### src/rtl/cv32e41s_irq_prio_ctrl.sv
// cv32e41s_irq_prio_ctrl: prioritised interrupt controller with per-line priority/enable/trigger
// mode, edge-pending latches, threshold nesting stack and ack/return handshake.
// Optional feature macro: CV32E41S_IRQ_WU_EN (combinational wake-up from raw irq_i).
module cv32e41s_irq_prio_ctrl #(
    parameter int unsigned NUM_IRQ    = 32,
    parameter int unsigned PRIO_W     = 3,
    parameter int unsigned NEST_DEPTH = 4
) (
    input  logic                       clk,
    input  logic                       rst_n,
    input  logic [NUM_IRQ-1:0]         irq_i,
    input  logic                       cfg_we_i,
    input  logic [$clog2(NUM_IRQ)-1:0] cfg_id_i,
    input  logic [PRIO_W-1:0]          cfg_prio_i,
    input  logic                       cfg_ie_i,
    input  logic                       cfg_edge_i,
    input  logic                       mstatus_mie_i,
    output logic                       irq_req_o,
    output logic [$clog2(NUM_IRQ)-1:0] irq_id_o,
    output logic [PRIO_W-1:0]          irq_prio_o,
    input  logic                       irq_ack_i,
    input  logic                       irq_ret_i,
    output logic [NUM_IRQ-1:0]         ip_o,
    output logic [PRIO_W-1:0]          thresh_o,
    output logic                       irq_wu_o
);

    localparam int unsigned ID_W    = $clog2(NUM_IRQ);
    localparam int unsigned DEPTH_W = $clog2(NEST_DEPTH + 1);
    localparam int unsigned IDX_W   = (NEST_DEPTH > 1) ? $clog2(NEST_DEPTH) : 1;

    logic [NUM_IRQ-1:0] irq_q;
    logic [NUM_IRQ-1:0] irq_q_d;
    logic [PRIO_W-1:0]  prio_q [NUM_IRQ];
    logic [NUM_IRQ-1:0] ie_q;
    logic [NUM_IRQ-1:0] edge_q;
    logic [NUM_IRQ-1:0] lat_q;
    logic [PRIO_W-1:0]  stack_q [NEST_DEPTH];
    logic [DEPTH_W-1:0] depth_q;
    logic [PRIO_W-1:0]  thresh_q;

    logic [NUM_IRQ-1:0] ip_c;
    logic [NUM_IRQ-1:0] cand_c;
    logic [NUM_IRQ-1:0] rise_c;
    logic [NUM_IRQ-1:0] mode_sw_c;
    logic [NUM_IRQ-1:0] ack_clr_c;
    logic [NUM_IRQ-1:0] lat_d_c;
    logic               win_found_c;
    logic [ID_W-1:0]    win_id_c;
    logic [PRIO_W-1:0]  win_prio_c;
    logic               ack_acc_c;
    logic               cfg_valid_c;
    logic               stack_full_c;
    logic [IDX_W-1:0]   push_idx_c;
    logic [IDX_W-1:0]   pop_idx_c;

    assign ack_acc_c    = irq_ack_i & irq_req_o;
    assign cfg_valid_c  = cfg_we_i && ({1'b0, cfg_id_i} < (ID_W + 1)'(NUM_IRQ));
    assign stack_full_c = (depth_q == DEPTH_W'(NEST_DEPTH));
    assign push_idx_c   = IDX_W'(depth_q);
    assign pop_idx_c    = IDX_W'(depth_q - DEPTH_W'(1));
    assign rise_c       = irq_q & ~irq_q_d;
    assign ip_c         = (irq_q & ~edge_q) | (lat_q & edge_q);

    // Per-line candidate mask, latch set/clear terms
    always_comb begin
        cand_c    = '0;
        mode_sw_c = '0;
        ack_clr_c = '0;
        for (int unsigned i = 0; i < NUM_IRQ; i++) begin
            cand_c[i]    = ip_c[i] & ie_q[i] & (prio_q[i] > thresh_q);
            mode_sw_c[i] = cfg_valid_c && (cfg_id_i == ID_W'(i)) && (cfg_edge_i != edge_q[i]);
            ack_clr_c[i] = ack_acc_c && (irq_id_o == ID_W'(i));
        end
        // A rise wins over an ack clear; a mode switch wins over both
        lat_d_c = edge_q & ~mode_sw_c & ((lat_q & ~ack_clr_c) | rise_c);
    end

    // Winner: highest priority, ties resolved towards the highest id
    always_comb begin
        win_found_c = 1'b0;
        win_id_c    = '0;
        win_prio_c  = '0;
        for (int unsigned i = 0; i < NUM_IRQ; i++) begin
            if (cand_c[i] && (!win_found_c || (prio_q[i] >= win_prio_c))) begin
                win_found_c = 1'b1;
                win_id_c    = ID_W'(i);
                win_prio_c  = prio_q[i];
            end
        end
    end

    // Input sampling, line configuration and pending latches
    always_ff @(posedge clk or negedge rst_n) begin
        if (!rst_n) begin
            irq_q   <= '0;
            irq_q_d <= '0;
            ie_q    <= '0;
            edge_q  <= '0;
            lat_q   <= '0;
            for (int unsigned i = 0; i < NUM_IRQ; i++) begin
                prio_q[i] <= '0;
            end
        end else begin
            irq_q   <= irq_i;
            irq_q_d <= irq_q;
            lat_q   <= lat_d_c;
            if (cfg_valid_c) begin
                prio_q[cfg_id_i] <= cfg_prio_i;
                ie_q[cfg_id_i]   <= cfg_ie_i;
                edge_q[cfg_id_i] <= cfg_edge_i;
            end
        end
    end

    // Threshold nesting stack: ack pushes, ret pops, both together only swaps the threshold
    always_ff @(posedge clk or negedge rst_n) begin
        if (!rst_n) begin
            depth_q  <= '0;
            thresh_q <= '0;
            for (int unsigned i = 0; i < NEST_DEPTH; i++) begin
                stack_q[i] <= '0;
            end
        end else if (irq_ret_i && ack_acc_c) begin
            thresh_q <= irq_prio_o;
        end else if (irq_ret_i) begin
            if (depth_q != '0) begin
                thresh_q <= stack_q[pop_idx_c];
                depth_q  <= depth_q - DEPTH_W'(1);
            end else begin
                thresh_q <= '0;
            end
        end else if (ack_acc_c && !stack_full_c) begin
            stack_q[push_idx_c] <= thresh_q;
            depth_q             <= depth_q + DEPTH_W'(1);
            thresh_q            <= irq_prio_o;
        end
    end

    // Registered request towards the core controller
    always_ff @(posedge clk or negedge rst_n) begin
        if (!rst_n) begin
            irq_req_o  <= 1'b0;
            irq_id_o   <= '0;
            irq_prio_o <= '0;
        end else begin
            irq_req_o  <= win_found_c & mstatus_mie_i & ~stack_full_c & ~ack_acc_c;
            irq_id_o   <= win_id_c;
            irq_prio_o <= win_prio_c;
        end
    end

    assign ip_o     = ip_c;
    assign thresh_o = thresh_q;

`ifdef CV32E41S_IRQ_WU_EN
    logic [NUM_IRQ-1:0] prio_nz_c;

    // Lines able to wake the core: enabled with a non-zero priority
    always_comb begin
        prio_nz_c = '0;
        for (int unsigned i = 0; i < NUM_IRQ; i++) begin
            prio_nz_c[i] = (prio_q[i] != '0);
        end
    end

    assign irq_wu_o = |(irq_i & ie_q & prio_nz_c);
`else
    assign irq_wu_o = 1'b0;
`endif

endmodule

### config.mk
export PLATFORM = sky130hd
export DESIGN_NAME = cv32e41s_irq_prio_ctrl
export DESIGN_NICKNAME = d
export VERILOG_FILES = /design/src/rtl/cv32e41s_irq_prio_ctrl.sv
export SDC_FILE = /design/constraint.sdc
export NUM_CORES = 1
export LEC_CHECK = 0
export ABC_AREA = 1
export BUFFER_PORTS_ARGS = -buffer_cell sky130_fd_sc_hd__buf_4
export CAP_MARGIN = 10
export CORE_UTILIZATION = 55
export DETAILED_ROUTE_END_ITERATION = 10
export GPL_ROUTABILITY_DRIVEN = 0
export PLACE_DENSITY = 0.75
export SYNTH_ARGS = -nofsm -noshare
export SYNTH_HDL_FRONTEND = slang
export SYNTH_SLANG_ARGS = --single-unit
export TNS_END_PERCENT = 50
### constraint.sdc
create_clock -name clk -period 32.8 [get_ports clk]
set_input_delay 1.64 -clock clk [delete_from_list [all_inputs] [get_ports clk]]
set_output_delay 1.64 -clock clk [all_outputs]
set_load 0.03 [all_outputs]
==> results.toml, run 1 <==
[status]
status = "complete, no violations"

[yosys]
synth_top_cell_by_area = "dfrtp_1"
ys_types = 43
syn_area_um2 = 17000
async_flop_share = 1.00
netlist.area_leader.share = 0.415
synth_area_leaders = "dfrtp_1, ha_1, nand2_1"
yosysSeqAreaShare = 0.415
yosysWarnings = 0
synth-seq-cells = 283
syn_nets = 2337
synth_cells = 2116
synth_edf_count = 0
synthFlopType = "dfrtp_1"
syn_area_per_cell_um2 = 8.06

[timing]
slew_headroom = 0.223
fin_skew_ns = 0.0113
worst_slew_pin_slew_ns = 1.16
period_share = 0.925
fin_ws_ns = 2.47
max_freq_ghz = 0.0330
final_max_slew_viol_count = 0
fin_crit_ns = 30.33
hold_viol = 0
setup_viol = 0
hold_slack_ns = 0.384
tns_ns = 0

[critical_path]
cp.arrival_ns = 30.75
cp-start-kind = "flip-flop"
worstPathRequired_ns = 33.22
end_kind = "flip-flop"
cp_slowest_stage_delay_ns = 0.41
critical_path_class = "reg -> reg"
r2r_start = "thresh_o[2]"
path_max_fanout = 8
cp-endpoint = "irq_prio_o[0]"
worst_r2r_endpoint = "irq_prio_o[0]"
cp_slowest_cell = "dfrtp_2"
rrSetupSlack_ns = 2.47
crit_start = "thresh_o[2]"
cpMostUsedCell = "nand2_1"
ff2ff_path_depth = 291

[floorplan]
rows = 64
core_area_um2 = 30500
die_area_um2 = 31700
boundaryPins = 93
die_x_um = 178
die_h_um = 178
start_util = 0.559

[placed_design]
pre_cts_slack_ns = -0.695
post-place-cells = 2598
numPortBuffers = 91
post-dp-hpwl_mm = 32.2

[power_and_ir_drop]
switchingPower_uw = 938
cellLeakagePower_nw = 10.3
comb_power_share = 0.590
clockPowerShare = 0.174
power.density_nw_per_um2 = 101
power_frac_seq = 0.236
p_sw_frac = 0.463
peakVddDrop_mv = 0.0561
p_int_mw = 1.09

[route]
drc = 0
ant_nets = 0
viasPerCell = 5.51
vias = 14900
wl_mm = 45.7
drtIter0Drc = 1226
drtPass1Iterations = 5
avgRoutedWirePerCell_um = 16.9

[clock_tree]
htree_levels = 1
clock_path_buffers = 3
cts-hold-fix-buffers = 0
clock-sinks = 283
clockRootBuffer = "clkbuf_16"
clock_latency_ns = 0.56
path_clk_slew_ns = 0.06
tritoncts = "built"
numCtsBuffers = 30

[final_layout]
regArea_um2 = 7080
fin_util = 0.660
drive_above_1_share = 0.184
n_antenna_cell = 0
syn_to_final_growth_pct = 18.1
multi_input_area_um2 = 9210
layout.nets = 2512
final.fill_count = 2503
layout.cells.non_filler = 2708

[global_routing]
antenna_found_initial = 0
grt_pass1_vias = 14100
grt.total_usage = 0.289
grt_pass1_wl_mm = 71.4
grt_start_max_net_pins = 152
grt_overflow = 0

[job]
maxCapViolCount = 0

[hold_path]
hold_class = "reg -> reg"
## synth_stat cells (2+ instances only)
cell type	n
nand2_4	15
nand4_1	4
clkinv_1	4
nand3_1	67
a22oi_1	32
ha_1	173
nand3b_1	4
nor2_1	127
a311oi_1	23
nor3_1	47
o2111ai_2	2
or2_1	2
a211oi_1	24
o21ai_0	242
o21ai_1	7
nand2_2	83
nand3_2	29
nand2_1	549
inv_1	265
a21oi_1	73
clkbuf_1	16
nor2_2	3
inv_2	14
dfrtp_1	283
and2_1	6
o21a_1	4
or2_2	2
## cell families (layout without fill, tap and decap cells)
logic type	after synthesis	count (layout)	share of synthesized area
simple gates	943	943	0.251
compound gates	413	413	0.138
buf+inv	300	496	0.0663
flops	283	283	0.415
fa+ha+maj	173	173	0.127
mux	2	2	0.00125
other cells	1	1	0.000220
xor+xnor	1	1	0.000514
## cell usage in the layout (no fill, tap or decap), types with 32 or more instances in the layout
cell     count
ha_1       168
inv_1      263
nand2_1    540
a21oi_1     67
buf_4      154
o21ai_2     32
o21ai_0    186
nor3_1      44
nand2_2     76
nor2_1     125
a22oi_1     32
dfrtp_1    281
o21ai_1     32
nand3_1     63
## routing by layer
layer / up-vias / GRT usage / share of wire
li1: 7348 / - / -
met1: 7017 / 0.392 / 0.43
met2: 470 / 0.469 / 0.46
met3: 94 / 0.0426 / 0.069
met4: 0 / 0.103 / 0.038
met5: - / 0.00160 / 0
## metrics by stage
step	cell area [um^2]	power (mW)
final	20100	2.03
after global routing	20100	2.20
after CTS	19400	1.92
after detailed placement	18300	1.55
after global placement	18300	1.50
after floorplan	17000	1.28
## registers in the layout, indices dropped and copies added, names as in the netlist
register    count
irq_q          32
prio_q         96
thresh_o        3
irq_req_o       1
irq_q_d        32
stack_q        12
depth_q         3
irq_id_o        5
irq_prio_o      3
lat_q          32
edge_q         32
ie_q           32
## critical path: cells and delay by family (launching register included)
| family | cells | cell delay, ns |
|---|---|---|
| buf+inv | 39 | 2.22 |
| compound gates | 52 | 5.17 |
| simple gates | 168 | 13.69 |
| flops | 1 | 0.41 |
| fa+ha+maj | 32 | 8.55 |
## repair_timing
action,CTS,global route
buffers inserted,2,55
endpoints found under the setup margin,8,9
gates resized for setup,17,127
pin swaps,0,45
## worst min path at each step
stage | from | endpoint | slack, ns | depth (start not counted)
floorplan | irq_q[1] | irq_q_d[1] | 0.35 | 0
global placement | irq_q[1] | irq_q_d[1] | 0.37 | 0
detailed placement | irq_q[1] | irq_q_d[1] | 0.37 | 0
CTS | irq_q[1] | irq_q_d[1] | 0.39 | 0
global route | irq_q[1] | irq_q_d[1] | 0.40 | 0
finish | irq_q[1] | irq_q_d[1] | 0.38 | 0
## area by class of cell
| cell class | instances | share of cell area |
|---|---|---|
| Multi-Input combinational cell | 1533 | 0.457 |
| Timing Repair Buffer | 160 | 0.0618 |
| Tap cell | 396 | 0.0246 |
| Clock inverter | 4 | 0.00472 |
| Clock buffer | 49 | 0.0464 |
| Sequential cell | 283 | 0.352 |
| Inverter | 283 | 0.0531 |
## power by group through the flow
stage	sequential, mW	combinational, mW	clock [mW]
detailed placement	0.481	1.07	0
CTS	0.475	1.09	0.357
finish	0.478	1.20	0.352
global placement	0.479	1.02	0
floorplan	0.481	0.800	0
global route	0.486	1.35	0.369
(Power assumes the default switching activity.)
==> run 2: changes to the inputs <==
--- a/config.mk
+++ b/config.mk
@@ -7,11 +7,12 @@
 export LEC_CHECK = 0
 export ABC_AREA = 1
 export BUFFER_PORTS_ARGS = -buffer_cell sky130_fd_sc_hd__buf_4
-export CAP_MARGIN = 10
-export CORE_UTILIZATION = 55
+export CELL_PAD_IN_SITES_DETAIL_PLACEMENT = 0
+export CELL_PAD_IN_SITES_GLOBAL_PLACEMENT = 1
+export CORE_UTILIZATION = 30
 export DETAILED_ROUTE_END_ITERATION = 10
 export GPL_ROUTABILITY_DRIVEN = 0
-export PLACE_DENSITY = 0.75
+export PLACE_DENSITY = 0.58
 export SYNTH_ARGS = -nofsm -noshare
 export SYNTH_HDL_FRONTEND = slang
 export SYNTH_SLANG_ARGS = --single-unit
==> run 2 against run 1 <==
  * The run now ends with design-rule violations left
  * Clock-buffer cell count rose by 5
  * Sequential power rose by 0.8%
  * Die area grew 82%
  * Critical endpoint is now irq_id_o[4]
  * First-iteration DRC count fell by 32%
  * Worst setup slack better by 0.40 ns
  * Critical path type unchanged
  * Power is 3.7% higher
  * Maximum frequency increased by 1.3%
  * Wire length is 16% higher
  * Design area increased by 3.7%
  * Non-clock buffer count grew 11
  * Highest routed layer unchanged
  * Sequential share of layout area shrank 1.3 points
  * Flip-flop and latch count is the same
==> results.toml, run 2 (synthesis gave the netlist of run 1 again) <==
[status]
status = "complete, but fails checks"
violations = "design-rule violations"

[power_and_ir_drop]
cellLeakagePower_nw = 10.5
p_int_mw = 1.14
comb_power_share = 0.573
switchingPower_uw = 967
power_frac_seq = 0.229
peakVddDrop_mv = 0.0430
power.density_nw_per_um2 = 101
p_sw_frac = 0.460
clockPowerShare = 0.198

[clock_tree]
htree_levels = 2
path_clk_slew_ns = 0.06
cts-hold-fix-buffers = 0
clock_path_buffers = 3
numCtsBuffers = 36
clock-sinks = 283
clockRootBuffer = "clkbuf_16"
clock_latency_ns = 0.56
tritoncts = "built"

[route]
drc = 4
drtIter0Drc = 838
ant_nets = 0
drtPass1Iterations = 8
viasPerCell = 4.74
avgRoutedWirePerCell_um = 17.1
vias = 14600
wl_mm = 52.9

[final_layout]
largest-register = "prio_q"
layout.nets = 2529
layout_commonest_cell = "nand2_1"
final.fill_count = 5855
drive_above_1_share = 0.196
largest_reg_flops = 96
final_cell_mix = "nand2_1, dfrtp_1, inv_1"
syn_to_final_growth_pct = 22.5
design_area_um2 = 20900

[job]
maxCapViolCount = 0

[floorplan]
core_area_um2 = 56300
die_area_um2 = 57800
die_x_um = 240
rows = 87
start_util = 0.303
die_h_um = 240
boundaryPins = 93

[hold_path]
hold_class = "reg -> reg"

[timing]
final_max_slew_viol_count = 0
slew_headroom = 0.147
fin_skew_ns = 0.0259
fin_crit_ns = 29.93
period_share = 0.912
max_freq_ghz = 0.0334
setup_viol = 0
worst_slew_pin_slew_ns = 1.27
hold_slack_ns = 0.371
hold_viol = 0

[global_routing]
antenna_found_initial = 1
grt_pass1_wl_mm = 81.7
grt_start_max_net_pins = 96
grt.total_usage = 0.187
grt_overflow = 0
grt_pass1_vias = 14200

[critical_path]
crit_buf_inv = 40
worstPathRequired_ns = 33.23
cp_slowest_cell = "dfrtp_2"
cp-start-kind = "flip-flop"
cp.arrival_ns = 30.36
cp_slowest_stage_delay_ns = 0.47
cpMostUsedCell = "nand2_1"
cp_top_family = "simple AND/OR/NAND/NOR gates"
path_max_fanout = 8
end_kind = "flip-flop"
critical_path_class = "reg -> reg"

[placed_design]
numPortBuffers = 91
placed_area_um2 = 18800
post-dp-hpwl_mm = 38.0
## run 2: cell types whose count changed in the layout (fill, tap and decap cells not counted), moves of 3 or more
cell	previous run	this run
clkbuf_16	31	37
inv_1	263	260
inv_6	0	3
o21ai_0	186	183
buf_4	154	166
## run 2: timing repair
item / in CTS / in global routing
endpoints found under the setup margin: 8 / 9
pin swaps: 2 / 30
setup buffers: 5 / 50
resized for setup: 21 / 133
## run 2: routing by layer
metal | GRT usage | vias to the layer above | part of all wire
met5 | 0 | - | 0
met4 | 0.0598 | 0 | 0.027
met3 | 0.0265 | 68 | 0.041
met2 | 0.293 | 221 | 0.44
met1 | 0.263 | 6970 | 0.49
li1 | - | 7384 | -
## run 2: area by class of cell
cell class | instances | area, um^2 | share of cell area
antenna | 1 | 2.50 | 0.000120
tap | 756 | 946 | 0.0453
clock inverter | 11 | 148 | 0.00707
inverter | 283 | 1070 | 0.0514
timing repair buffer | 171 | 1320 | 0.0630
clock buffer | 54 | 1080 | 0.0517
sequential | 283 | 7080 | 0.339
multi-input combinational | 1533 | 9240 | 0.442
## run 2: path summary, 6_finish.rpt
path / from / endpoint / slack (ns) / cells past startpoint
min in group asynchronous: rst_n / lat_q[14] / 1.06 / 1
max in group asynchronous: rst_n / thresh_o[2] / 30.21 / 2
worst max register to register: thresh_o[2] / irq_id_o[4] / 2.87 / 281
worst min-delay path: irq_q[1] / irq_q_d[1] / 0.37 / 0
worst max-delay path: thresh_o[2] / irq_id_o[4] / 2.87 / 281
worst min register to register: irq_q[1] / irq_q_d[1] / 0.37 / 0
## run 2: metrics by stage
stage               setup slack (ns)  TNS, ns  std cells   util  power, mW
global route                  -0.227    -1.46       3091  0.371       2.31
global placement              -0.119   -0.495       2971  0.335       1.56
finish                          2.87        0       3092  0.371       2.10
floorplan                       2.51        0       2116      -       1.28
CTS                           0.0355        0       3041  0.358       2.03
detailed placement            -0.610    -4.45       2971  0.335       1.59
## run 2: power groups by stage
stage,Sequential (mW),Clock [mW],Combinational [mW]
floorplan,0.481,0,0.800
global placement,0.485,0,1.08
finish,0.482,0.415,1.20
CTS,0.481,0.432,1.12
detailed placement,0.486,0,1.10
global route,0.492,0.443,1.38
